**config.mk**
```make
export PLATFORM = sky130hd
export DESIGN_NAME = debug_frame_streamer_flat
export DESIGN_NICKNAME = d
export VERILOG_FILES = /design/src/rtl/dbg_stream_pkg.sv /design/src/rtl/debug_frame_streamer_if.sv /design/src/rtl/dbg_snap_fifo.sv /design/src/rtl/debug_frame_streamer.sv /design/src/flat_wrapper.sv
export SDC_FILE = /design/constraint.sdc
export NUM_CORES = 1
export LEC_CHECK = 0
export CORE_MARGIN = 5
export CORE_UTILIZATION = 45
export CTS_CLUSTER_DIAMETER = 80
export DETAILED_ROUTE_END_ITERATION = 10
export GPL_TIMING_DRIVEN = 1
export PLACE_DENSITY = 0.65
export SYNTH_ARGS = -nofsm -noshare
export SYNTH_HDL_FRONTEND = slang
export SYNTH_SLANG_ARGS = --single-unit
```
**constraint.sdc**
```tcl
create_clock -name clk -period 4.87 [get_ports clk]
set_clock_uncertainty 0.1 [all_clocks]
set_input_delay 1.461 -clock clk [delete_from_list [all_inputs] [get_ports clk]]
set_output_delay 1.461 -clock clk [all_outputs]
set_load 0.02 [all_outputs]
```
**src/rtl/dbg_stream_pkg.sv**
```systemverilog
// Shared types for the debug frame streamer: frame FSM states, the captured
// snapshot layout and the frame payload size.
package dbg_stream_pkg;

  typedef enum logic [2:0] {
    IDLE,
    SYNC,
    SEQ,
    DATA,
    CHK
  } dbg_state_e;

  typedef struct packed {
    logic [7:0]  seq;
    logic [31:0] w3;
    logic [31:0] w2;
    logic [31:0] w1;
  } dbg_snap_t;

  localparam int FRAME_DATA_BYTES = 12;

endpackage

```
**src/rtl/debug_frame_streamer_if.sv**
```systemverilog
// Valid/ready byte stream from the debug frame streamer to the UART/JTAG bridge.
interface debug_frame_streamer_if;

  logic [7:0] byte_o;
  logic       byte_vld_o;
  logic       byte_rdy_i;

  modport master (output byte_o, output byte_vld_o, input byte_rdy_i);
  modport slave  (input byte_o, input byte_vld_o, output byte_rdy_i);

endinterface

```
**src/rtl/dbg_snap_fifo.sv**
```systemverilog
// Synchronous snapshot FIFO with show-ahead read; a push into a full FIFO is
// accepted when a pop happens in the same cycle.
module dbg_snap_fifo
  import dbg_stream_pkg::*;
#(
  parameter int DEPTH = 4
) (
  input  logic                     clk,
  input  logic                     rst,
  input  logic                     push,
  input  dbg_snap_t                din,
  input  logic                     pop,
  output dbg_snap_t                dout,
  output logic                     full,
  output logic                     empty,
  output logic [$clog2(DEPTH):0]   count
);

  localparam int AW = $clog2(DEPTH);

  dbg_snap_t      mem [DEPTH];
  logic [AW-1:0]  wr_ptr_reg;
  logic [AW-1:0]  rd_ptr_reg;
  logic [AW:0]    count_reg;
  logic           push_ok;
  logic           pop_ok;

  assign empty   = (count_reg == '0);
  assign full    = (count_reg == (AW+1)'(DEPTH));
  assign count   = count_reg;
  assign pop_ok  = pop && !empty;
  assign push_ok = push && (!full || pop_ok);
  assign dout    = mem[rd_ptr_reg];

  always_ff @(posedge clk) begin
    if (push_ok) begin
      mem[wr_ptr_reg] <= din;
    end
  end

  // Pointers wrap naturally because DEPTH is a power of two.
  always_ff @(posedge clk) begin
    if (rst) begin
      wr_ptr_reg <= '0;
      rd_ptr_reg <= '0;
      count_reg  <= '0;
    end else begin
      if (push_ok) begin
        wr_ptr_reg <= wr_ptr_reg + 1'b1;
      end
      if (pop_ok) begin
        rd_ptr_reg <= rd_ptr_reg + 1'b1;
      end
      case ({push_ok, pop_ok})
        2'b10:   count_reg <= count_reg + 1'b1;
        2'b01:   count_reg <= count_reg - 1'b1;
        default: count_reg <= count_reg;
      endcase
    end
  end

endmodule

```
**src/rtl/debug_frame_streamer.sv**
```systemverilog
// Captures debug snapshots on trigger and streams each as a SYNC/SEQ/12-byte
// frame; defining DBG_STREAM_CHKSUM_EN appends an XOR checksum byte.
module debug_frame_streamer
  import dbg_stream_pkg::*;
#(
  parameter int         FIFO_DEPTH = 4,
  parameter logic [7:0] SYNC_BYTE  = 8'hA5
) (
  input  logic                          clk,
  input  logic                          rst,
  input  logic [31:0]                   debug_1_i,
  input  logic [31:0]                   debug_2_i,
  input  logic [31:0]                   debug_3_i,
  input  logic                          trig_i,
  debug_frame_streamer_if.master        stream,
  output logic                          busy_o,
  output logic [7:0]                    drop_cnt_o,
  output logic                          ovf_o
);

  localparam logic [3:0] LAST_IDX = 4'(FRAME_DATA_BYTES - 1);

  dbg_state_e  state_reg;
  dbg_snap_t   frame_reg;
  logic [7:0]  byte_reg;
  logic        byte_vld_reg;
  logic [3:0]  idx_reg;
  logic [7:0]  seq_reg;
  logic [7:0]  drop_cnt_reg;
  logic        ovf_reg;
`ifdef DBG_STREAM_CHKSUM_EN
  logic [7:0]  chk_reg;
`endif

  dbg_snap_t                    fifo_din;
  dbg_snap_t                    fifo_dout;
  logic                         fifo_full;
  logic                         fifo_empty;
  logic [$clog2(FIFO_DEPTH):0]  fifo_count;
  logic                         fifo_pop;
  logic                         push_ok;
  logic                         hs;
  logic [95:0]                  frame_data;
  logic [7:0]                   data_bytes [16];
  logic [7:0]                   next_data_byte;

  assign fifo_pop = (state_reg == IDLE) && !fifo_empty;
  assign push_ok  = trig_i && (!fifo_full || fifo_pop);
  assign fifo_din = '{seq: seq_reg, w3: debug_3_i, w2: debug_2_i, w1: debug_1_i};
  assign hs       = byte_vld_reg && stream.byte_rdy_i;

  dbg_snap_fifo #(
    .DEPTH (FIFO_DEPTH)
  ) u_fifo (
    .clk   (clk),
    .rst   (rst),
    .push  (push_ok),
    .din   (fifo_din),
    .pop   (fifo_pop),
    .dout  (fifo_dout),
    .full  (fifo_full),
    .empty (fifo_empty),
    .count (fifo_count)
  );

  // Payload bytes word 1..3, LSB first; padded to 16 so the 4-bit index never runs off.
  assign frame_data = {frame_reg.w3, frame_reg.w2, frame_reg.w1};
  for (genvar gi = 0; gi < 16; gi++) begin : g_data_byte
    if (gi < FRAME_DATA_BYTES) begin : g_byte
      assign data_bytes[gi] = frame_data[gi*8 +: 8];
    end else begin : g_pad
      assign data_bytes[gi] = '0;
    end
  end
  assign next_data_byte = data_bytes[idx_reg + 4'd1];

  always_ff @(posedge clk) begin
    if (rst) begin
      state_reg    <= IDLE;
      frame_reg    <= '0;
      byte_reg     <= '0;
      byte_vld_reg <= 1'b0;
      idx_reg      <= '0;
      seq_reg      <= '0;
      drop_cnt_reg <= '0;
      ovf_reg      <= 1'b0;
`ifdef DBG_STREAM_CHKSUM_EN
      chk_reg      <= '0;
`endif
    end else begin
      if (push_ok) begin
        seq_reg <= seq_reg + 8'd1;
      end
      if (trig_i && !push_ok) begin
        ovf_reg <= 1'b1;
        if (drop_cnt_reg != 8'hFF) begin
          drop_cnt_reg <= drop_cnt_reg + 8'd1;
        end
      end

      // Each branch loads the byte for the next state so it appears right after the handshake.
      case (state_reg)
        IDLE: begin
          if (fifo_pop) begin
            frame_reg    <= fifo_dout;
            byte_reg     <= SYNC_BYTE;
            byte_vld_reg <= 1'b1;
            state_reg    <= SYNC;
          end
        end
        SYNC: begin
          if (hs) begin
            byte_reg  <= frame_reg.seq;
            state_reg <= SEQ;
`ifdef DBG_STREAM_CHKSUM_EN
            chk_reg   <= frame_reg.seq;
`endif
          end
        end
        SEQ: begin
          if (hs) begin
            byte_reg  <= data_bytes[0];
            idx_reg   <= '0;
            state_reg <= DATA;
`ifdef DBG_STREAM_CHKSUM_EN
            chk_reg   <= chk_reg ^ data_bytes[0];
`endif
          end
        end
        DATA: begin
          if (hs) begin
            if (idx_reg == LAST_IDX) begin
`ifdef DBG_STREAM_CHKSUM_EN
              byte_reg     <= chk_reg;
              state_reg    <= CHK;
`else
              byte_reg     <= '0;
              byte_vld_reg <= 1'b0;
              state_reg    <= IDLE;
`endif
            end else begin
              idx_reg  <= idx_reg + 4'd1;
              byte_reg <= next_data_byte;
`ifdef DBG_STREAM_CHKSUM_EN
              chk_reg  <= chk_reg ^ next_data_byte;
`endif
            end
          end
        end
`ifdef DBG_STREAM_CHKSUM_EN
        CHK: begin
          if (hs) begin
            byte_reg     <= '0;
            byte_vld_reg <= 1'b0;
            state_reg    <= IDLE;
          end
        end
`endif
        default: begin
          byte_reg     <= '0;
          byte_vld_reg <= 1'b0;
          state_reg    <= IDLE;
        end
      endcase
    end
  end

  assign stream.byte_o     = byte_reg;
  assign stream.byte_vld_o = byte_vld_reg;
  assign busy_o            = (state_reg != IDLE) || (fifo_count != '0);
  assign drop_cnt_o        = drop_cnt_reg;
  assign ovf_o             = ovf_reg;

endmodule
```
**src/flat_wrapper.sv**
```systemverilog
// flat-port wrapper written by rule: the top's interface ports become plain ports
module debug_frame_streamer_flat import dbg_stream_pkg::*;
#(
  parameter int         FIFO_DEPTH = 4,
  parameter logic [7:0] SYNC_BYTE  = 8'hA5
)
  (clk, rst, debug_1_i, debug_2_i, debug_3_i, trig_i, busy_o, drop_cnt_o, ovf_o, stream_byte_o, stream_byte_vld_o, stream_byte_rdy_i);
  debug_frame_streamer_if stream_i ();
  input  logic clk;
  input  logic rst;
  input  logic [31:0] debug_1_i;
  input  logic [31:0] debug_2_i;
  input  logic [31:0] debug_3_i;
  input  logic trig_i;
  output logic busy_o;
  output logic [7:0] drop_cnt_o;
  output logic ovf_o;
  output wire logic [$bits(stream_i.byte_o)-1:0] stream_byte_o;
  output wire logic [$bits(stream_i.byte_vld_o)-1:0] stream_byte_vld_o;
  input wire logic [$bits(stream_i.byte_rdy_i)-1:0] stream_byte_rdy_i;
  assign stream_byte_o = stream_i.byte_o;
  assign stream_byte_vld_o = stream_i.byte_vld_o;
  assign stream_i.byte_rdy_i = stream_byte_rdy_i;
  debug_frame_streamer #(.FIFO_DEPTH(FIFO_DEPTH), .SYNC_BYTE(SYNC_BYTE)) u_core (.clk(clk), .rst(rst), .debug_1_i(debug_1_i), .debug_2_i(debug_2_i), .debug_3_i(debug_3_i), .trig_i(trig_i), .stream(stream_i), .busy_o(busy_o), .drop_cnt_o(drop_cnt_o), .ovf_o(ovf_o));
endmodule
```
==> results.cfg, run 1 <==
[layout]
largest_register_ff_count = 416
fill_cells = 3720
final_area_um2 = 25100
syn2layout_area_growth_pct = 17.6
final_common_cell = edfxtp_1
final_cells = 2073
regMostFlops = u_core.u_fifo.mem
fin_util = 0.537
drive_gt1_frac = 0.177
final_cell_mix = edfxtp_1, nand2_1, dfxtp_1
antenna_cells = 0
final_nets = 1533

[clock_tree]
postCtsSetupRepairBufs = 0
cts_resized = 0
clock-sinks = 559
clk_pin_slew_ns = 0.06
cts_tree = done
cts_hold_buf = 0
cts_root_buf = clkbuf_16
clock_latency_ns = 0.60
htreeDepth = 2
clk_path_buf_depth = 3
numCtsBuffers = 55

[grt]
first_global_vias = 11700
grt_max_degree = 144
overflow = 0
antenna_found_initial = 0
grt_pass1_wl_mm = 69.8
grt_usage = 0.170

[placement]
gp_congestion = 0.806
hpwl_mm = 27.3
dp_cells = 1970
numPortBuffers = 118
placed_area_um2 = 23200

[worst_setup_path]
crit_path_max_fanout = 10
worst-setup-path-type = register to output port
critPathLaunchType = register
critPathMaxStageDelay_ns = 0.61
cp.arrival_ns = 2.65
crit_chain = inv_1, ha_1, or4b_4, clkdlybuf4s50_1
required_ns = 3.31
slowest_stage = clkdlybuf4s50_1
crit_path_end_kind = output port

[synthesis]
syn-num-nets = 1412
ys.flop_type = edfxtp_1
synth.avg_cell_area_um2 = 16.4
yosysSeqAreaShare = 0.720
yosysTopAreaCellShare = 0.586
yosys_warnings = 0
syn_inst = 1299
synth_top_area_cell = edfxtp_1
synth-edff-count = 416
ys_ff_latch = 559
syn_area_um2 = 21300
yosysUniqueCellTypes = 51
async_reset_ff_frac = 0
synth_top_cells_by_area = edfxtp_1, mux4_2, dfxtp_1

[floorplan]
initial_utilization = 0.456
die_w_um = 228
fp.dieH_um = 228
core_um2 = 46800
ioPinCount = 119
rows = 79
dieArea_um2 = 51900

[timing]
holdWs_ns = 0.355
finalCriticalPeriod_ns = 4.21
hold_viol_final = 0
setup_violations = 0
slew_viol_final = 0
rsz0062_at_grt = false
period_share = 0.865
worst_slew_pin_slew_ns = 1.07
relSlewSlack = 0.288
setup_tns_ns = 0
clock.fmax_mhz = 237

[routing]
firstDrtPassIters = 5
drt_iter0_markers = 961
routed_wl_mm = 44.5
vias_per_cell = 5.47
wire_per_inst_um = 21.5
antenna_left = 0
drc = 0
num_vias = 11300

[pwr]
p_sw_mw = 3.81
ir_drop_mv = 0.351
p_comb_frac = 0.211
cellLeakagePower_nw = 8.01
clkPwrFrac = 0.320
pwr_density_cell_nw_per_um2 = 535
power.internal_mw = 9.62
p_sw_frac = 0.283
seqPwrFrac = 0.469

[run]
maxCapViolCount = 0

[worst_hold_path]
hold_path.class = register to register

[status]
status = finished clean
==> routing by layer <==
layer / vias up / GRT usage / part of all wire
met5: - / 0 / 0
met4: 0 / 0.0425 / 0.020
met3: 66 / 0.0328 / 0.048
met2: 296 / 0.276 / 0.49
met1: 5780 / 0.240 / 0.45
li1: 5207 / - / -
==> path summary, 6_finish.rpt <==
check / from / endpoint / slack, ns / cells past startpoint
setup reg to reg: u_core.idx_reg[0] / u_core.stream.byte_o[0] / 1.71 / 7
hold reg to reg: u_core.data_bytes[81] / u_core.data_bytes[81] / 0.36 / 2
setup / recovery: u_core.state_reg[0] / busy_o / 0.66 / 4
hold / removal: u_core.data_bytes[81] / u_core.data_bytes[81] / 0.36 / 2
==> worst max-delay path, delay by kind of cell, from the launching register on <==
family                     cells  cell delay, ns
buffers and inverters          2            0.71
and+or+nand+nor                1            0.55
adders and majority gates      1            0.45
DFF                            1            0.33
==> logic make-up (layout without fill, tap and decap cells) <==
kind of cell | after synthesis | in the layout | synth area share
compound gates | 175 | 175 | 0.0485
xor+xnor | 17 | 17 | 0.00698
fa+ha+maj | 13 | 13 | 0.00798
buf+inv | 89 | 256 | 0.0195
flops | 559 | 559 | 0.720
mux | 131 | 131 | 0.137
simple gates | 315 | 315 | 0.0606
==> power by group through the flow <==
| stage | sequential [mW] | clock [mW] | combinational, mW |
|---|---|---|---|
| after global placement | 6.38 | 0 | 2.83 |
| final | 6.30 | 4.29 | 2.83 |
| after CTS | 6.31 | 4.40 | 2.88 |
| after global routing | 6.38 | 4.60 | 3.11 |
| after detailed placement | 6.40 | 0 | 2.87 |
| after floorplan | 6.14 | 0 | 2.14 |
==> cell usage after synthesis (3+ instances only) <==
library cell and number:
and2_1 7, nor3_1 8, nor2_1 32, nand2_1 245, o21a_1 4, a221oi_2 4, nand3_1 3, a31oi_1 6
edfxtp_1 416, clkbuf_1 35, mux4_2 128, nand4_1 5, o21ai_0 22, a21oi_1 117, inv_1 11, a31o_2 3
buf_6 3, a221oi_1 4, dfxtp_1 143, buf_2 24, a222oi_1 4, ha_1 12, xor2_1 10, xnor2_1 7
buf_1 6, buf_4 8
==> stage by stage <==
stage / total power, mW / setup WS [ns]
3_5_place_dp: 9.27 / 0.802
2_1_floorplan: 8.29 / 1.09
3_3_place_gp: 9.21 / 0.761
6_report: 13.4 / 0.656
4_1_cts: 13.6 / 0.597
5_1_grt: 14.1 / 0.541
==> area by class of cell <==
| class | instances | area, µm² | area share |
|---|---|---|---|
| sequential | 559 | 15400 | 0.612 |
| multi-input combinational | 651 | 5580 | 0.222 |
| clock buffer | 73 | 1500 | 0.0599 |
| timing repair buffer | 140 | 1480 | 0.0590 |
| inverter | 13 | 50.0 | 0.00199 |
| clock inverter | 30 | 354 | 0.0141 |
| tap | 607 | 759 | 0.0303 |
Note: power is estimated with default switching activity, not from simulation.
==> run 2, diff against run 1 <==
REMOVE_ABC_BUFFERS = 1   (was unset)
SETUP_SLACK_MARGIN = 0.2   (was unset)
==> run 2 against run 1 <==
Count of clock-buffer cells in the layout grew 5. Critical path depth unchanged. Register-to-register slack worse by 0.06 ns. Wire length is 2.5% lower. Worst setup slack gained 0.011 ns. Sequential power is essentially flat. Total power fell by 0.79%.
==> results.cfg, run 2 (same netlist as run 1, synthesis figures left out) <==
[routing]
antenna_left = 0
firstDrtPassIters = 5
vias_per_cell = 5.45
drc = 0
routed_wl_mm = 43.4
drt_iter0_markers = 741
num_vias = 11300
wire_per_inst_um = 20.9

[layout]
antenna_cells = 0
regMostFlops = u_core.u_fifo.mem
fill_cells = 3769
syn2layout_area_growth_pct = 17.6
final_nets = 1533
final_common_cell = edfxtp_1
drive_gt1_frac = 0.177
largest_register_ff_count = 416
final_cell_mix = edfxtp_1, nand2_1, dfxtp_1
final_cells = 2073

[timing]
clock.fmax_mhz = 238
rsz0062_at_grt = false
hold_viol_final = 0
setup_violations = 0
worst_slew_pin_slew_ns = 1.14
slew_viol_final = 0
finalCriticalPeriod_ns = 4.20
relSlewSlack = 0.243
setup_tns_ns = 0
period_share = 0.863

[pwr]
p_sw_mw = 3.72
clkPwrFrac = 0.322
p_comb_frac = 0.207
pwr_density_cell_nw_per_um2 = 531
power.internal_mw = 9.60
seqPwrFrac = 0.471
p_sw_frac = 0.279
ir_drop_mv = 0.470
cellLeakagePower_nw = 8.00

[status]
status = finished clean

[worst_setup_path]
rrSetupSlack_ns = 1.65
required_ns = 3.31
crit_path_max_fanout = 10
cp.arrival_ns = 2.64
critPathLaunchType = register
crit_path_end_kind = output port
worst-setup-path-type = register to output port

[grt]
antenna_found_initial = 0
first_global_vias = 11700
overflow = 0
grt_usage = 0.167
grt_pass1_wl_mm = 68.6
grt_max_degree = 105

[floorplan]
die_w_um = 228
dieArea_um2 = 51900
core_um2 = 46800
rows = 79
fp.dieH_um = 228
initial_utilization = 0.456
ioPinCount = 119

[placement]
gp_congestion = 0.763
numPortBuffers = 118
hpwl_mm = 25.8
dp_cells = 1970

[clock_tree]
cts_root_buf = clkbuf_16
clk_pin_slew_ns = 0.06
numCtsBuffers = 55
cts_resized = 0
htreeDepth = 2
clock_latency_ns = 0.60
cts_tree = done
postCtsSetupRepairBufs = 0
clock-sinks = 559
cts_hold_buf = 0
clk_path_buf_depth = 3

[run]
maxCapViolCount = 0

[worst_hold_path]
hold_path.class = register to register
==> run 2: cell type report <==
cell class	count	area (µm²)	area share
timing repair buffer	140	1470	0.0586
multi-input combinational	651	5580	0.222
tap	607	759	0.0303
clock inverter	25	308	0.0123
clock buffer	78	1560	0.0620
inverter	13	50.0	0.00200
sequential	559	15400	0.612
==> run 2: critical path, cell delays in order, from the launching register on <==
cell and delay [ns]:
dfxtp_1 0.33, inv_1 0.10, ha_1 0.44, or4b_4 0.56
clkdlybuf4s50_1 0.61
==> run 2: final timing paths <==
kind / from / end / cells after the start
setup / recovery: u_core.state_reg[0] / busy_o / 4
hold / removal: u_core.data_bytes[73] / u_core.data_bytes[73] / 2
setup reg to reg: u_core.state_reg[0] / u_core.u_fifo.count[2] / 11
hold reg to reg: u_core.data_bytes[73] / u_core.data_bytes[73] / 2
==> run 2: through the flow <==
step | setup slack (ns) | power [mW] | utilization | hold WS [ns] | cell area, µm²
after floorplan | -2.18 | 8.30 | - | 0.327 | 21000
after global placement | 0.775 | 9.10 | 0.497 | 0.341 | 23200
after detailed placement | 0.747 | 9.17 | 0.497 | 0.347 | 23200
after CTS | 0.627 | 13.5 | 0.537 | 0.355 | 25100
after global routing | 0.540 | 14.0 | 0.537 | 0.369 | 25100
final | 0.666 | 13.3 | 0.537 | 0.353 | 25100
==> run 2: routing by layer <==
metal	wire length, µm	share of wire	track usage	vias up
met2	20700	0.48	0.271	258
li1	-	-	-	5212
met4	1050	0.024	0.0484	0
met3	2150	0.050	0.0283	69
met5	0	0	0	-
met1	19500	0.45	0.236	5767
==> run 2: power by group through the flow <==
stage               clock, mW  combinational [mW]  sequential (mW)
floorplan                   0                1.96             6.34
global placement            0                2.75             6.34
detailed placement          0                2.79             6.37
CTS                      4.42                2.81             6.28
global route             4.62                3.05             6.35
finish                   4.29                2.76             6.27
==> run 3, diff against run 2 <==
SYNTH_HIERARCHICAL = 1   (was unset)
TNS_END_PERCENT = 5   (was unset)
==> run 3 against run 2 <==
Count of clock-buffer cells in the layout is 3 lower. First-iteration DRC count is 9.7% higher. Sequential cell count is 2 higher. Fmax is 2.7% lower. Critical endpoint unchanged. Largest power group unchanged.
==> results.cfg, run 3 <==
[status]
status = finished clean

[timing]
relSlewSlack = 0.130
fin_ws_ns = 0.549
worst_slew_pin_slew_ns = 1.30
period_share = 0.887
setup_tns_ns = 0
finalCriticalPeriod_ns = 4.32
rsz0062_at_grt = false
clock.fmax_mhz = 231
hold_viol_final = 0
holdWs_ns = 0.351
setup_violations = 0
slew_viol_final = 0

[synthesis]
synth_top_family_by_area = multiplexers
yosys_warnings = 6
synthAdderAreaFrac = 0.00736
yosys.area_share.simple = 0.0646
synth_compound_area_frac = 0.0435
synth_top_area_cell = edfxtp_1
synth.area.mux_share = 0.137
async_reset_ff_frac = 0
ys_ff_latch = 561
yosysTopAreaCellShare = 0.584
synth_top_cells_by_area = edfxtp_1, dfxtp_1, mux4_2
synthXorXnorAreaFrac = 0.00736
synth.avg_cell_area_um2 = 16.5
ys.flop_type = edfxtp_1
yosysUniqueCellTypes = 47
yosysSeqAreaShare = 0.719
synth-edff-count = 416
synth.most_common_cell = edfxtp_1
syn_inst = 1298
syn_area_um2 = 21400
synthTopCellsByCount = edfxtp_1, nand2_1, dfxtp_1

[pwr]
cellLeakagePower_nw = 7.95
pwr_density_cell_nw_per_um2 = 558
ir_drop_mv = 0.345

[placement]
numPortBuffers = 118
dp_slack_ns = 0.960
placed_area_um2 = 23200
hpwl_mm = 25.0
dp_cells = 1968
gp_congestion = 0.759

[routing]
wire_per_inst_um = 21.2
firstDrtPassIters = 5
vias_per_cell = 5.50
drt_iter0_markers = 813
num_vias = 11400
antenna_left = 0
drc = 0
routed_wl_mm = 44.0

[grt]
overflow = 0
first_global_vias = 11900
grt_usage = 0.170
grt_pass1_wl_mm = 69.3
antenna_found_initial = 2
grt_max_degree = 99

[worst_setup_path]
critPathLaunchType = register
worst-setup-path-type = register to output port
critPathMaxStageDelay_ns = 0.69
crit_path_end_kind = output port
slowest_stage = or4b_2
crit_path_max_fanout = 11
cp.arrival_ns = 2.76
required_ns = 3.31
crit_chain = inv_1, ha_1, or4b_2, clkdlybuf4s50_1

[clock_tree]
clk_pin_slew_ns = 0.06
cts_root_buf = clkbuf_16
cts_resized = 0
clock-sinks = 561
htreeDepth = 2
postCtsSetupRepairBufs = 0
clock_latency_ns = 0.61
numCtsBuffers = 55
cts_hold_buf = 0
clk_path_buf_depth = 3
cts_tree = done

[layout]
fill_cells = 3831
syn2layout_area_growth_pct = 17.6
final_common_cell = edfxtp_1
final_nets = 1522
final_area_um2 = 25200
final_cells = 2073
final_cell_mix = edfxtp_1, nand2_1, dfxtp_1
largest_register_ff_count = 416
regMostFlops = u_core/u_fifo/mem
drive_gt1_frac = 0.171

[floorplan]
fp.dieH_um = 228
die_w_um = 228
core_um2 = 47400
rows = 80
dieArea_um2 = 52000
ioPinCount = 119
initial_utilization = 0.451

[run]
maxCapViolCount = 0

[worst_hold_path]
hold_path.class = register to register
## run 3: cell types whose count changed after synthesis, moves of 8 or more
cell and delta:
nand2_1 -19, o21ai_0 -18, nor3b_1 +15, clkbuf_1 +14, a211oi_1 +10, buf_2 -10
o221ai_1 +8
## run 3: path summary, 6_finish.rpt
path,startpoint,to,slack (ns),cells after the start
setup / recovery,u_core/state_reg[0],busy_o,0.55,4
hold / removal,u_core/data_bytes[45],u_core/data_bytes[45],0.35,2
setup reg to reg,u_core/state_reg[0],u_core/u_fifo/mem[1][69],1.12,8
hold reg to reg,u_core/data_bytes[45],u_core/data_bytes[45],0.35,2
## run 3: metal layers
| layer | vias to the layer above | share of wire | global-route usage |
|---|---|---|---|
| met3 | 55 | 0.062 | 0.0373 |
| met5 | - | 0.00027 | 0 |
| li1 | 5192 | - | - |
| met1 | 5851 | 0.43 | 0.228 |
| met2 | 307 | 0.49 | 0.284 |
| met4 | 2 | 0.018 | 0.0433 |
## run 3: power by group
| group | total, mW | internal [mW] | switching, mW |
|---|---|---|---|
| combinational | 3.06 | 1.30 | 1.76 |
| sequential | 6.47 | 6.06 | 0.402 |
| clock | 4.53 | 2.77 | 1.76 |
## run 3: critical path: cells and delay by family (launching register included)
kind                     cells  cell delay [ns]
AND/OR/NAND/NOR              1             0.69
flip-flops                   1             0.33
adder cells (fa/ha/maj)      1             0.46
buffers and inverters        2             0.68
## run 3: layout make-up
cell class / instances / area [µm²] / area share
Antenna cell: 1 / 2.50 / 0.0000994
Clock buffer: 75 / 1550 / 0.0617
Clock inverter: 29 / 424 / 0.0168
Inverter: 12 / 46.3 / 0.00184
Multi-Input combinational cell: 644 / 5590 / 0.222
Sequential cell: 561 / 15400 / 0.612
Tap cell: 615 / 769 / 0.0306
Timing Repair Buffer: 136 / 1390 / 0.0552
## run 3: cell families (layout without fill, tap and decap cells)
kind of cell	after synthesis	count (layout)
buffers and inverters	93	252
xor gates and xnor gates	18	18
other	0	1
AOI/OAI and AO/OA	159	159
DFF	561	561
muxes	133	133
adders and majority gates	12	12
and+or+nand+nor	322	322
## run 3: per-stage QoR
| step | utilization | power, mW |
|---|---|---|
| 3_5_place_dp | 0.489 | 9.68 |
| 5_1_grt | 0.531 | 14.8 |
| 3_3_place_gp | 0.489 | 9.60 |
| 2_1_floorplan | - | 8.74 |
| 6_report | 0.531 | 14.1 |
| 4_1_cts | 0.531 | 14.2 |
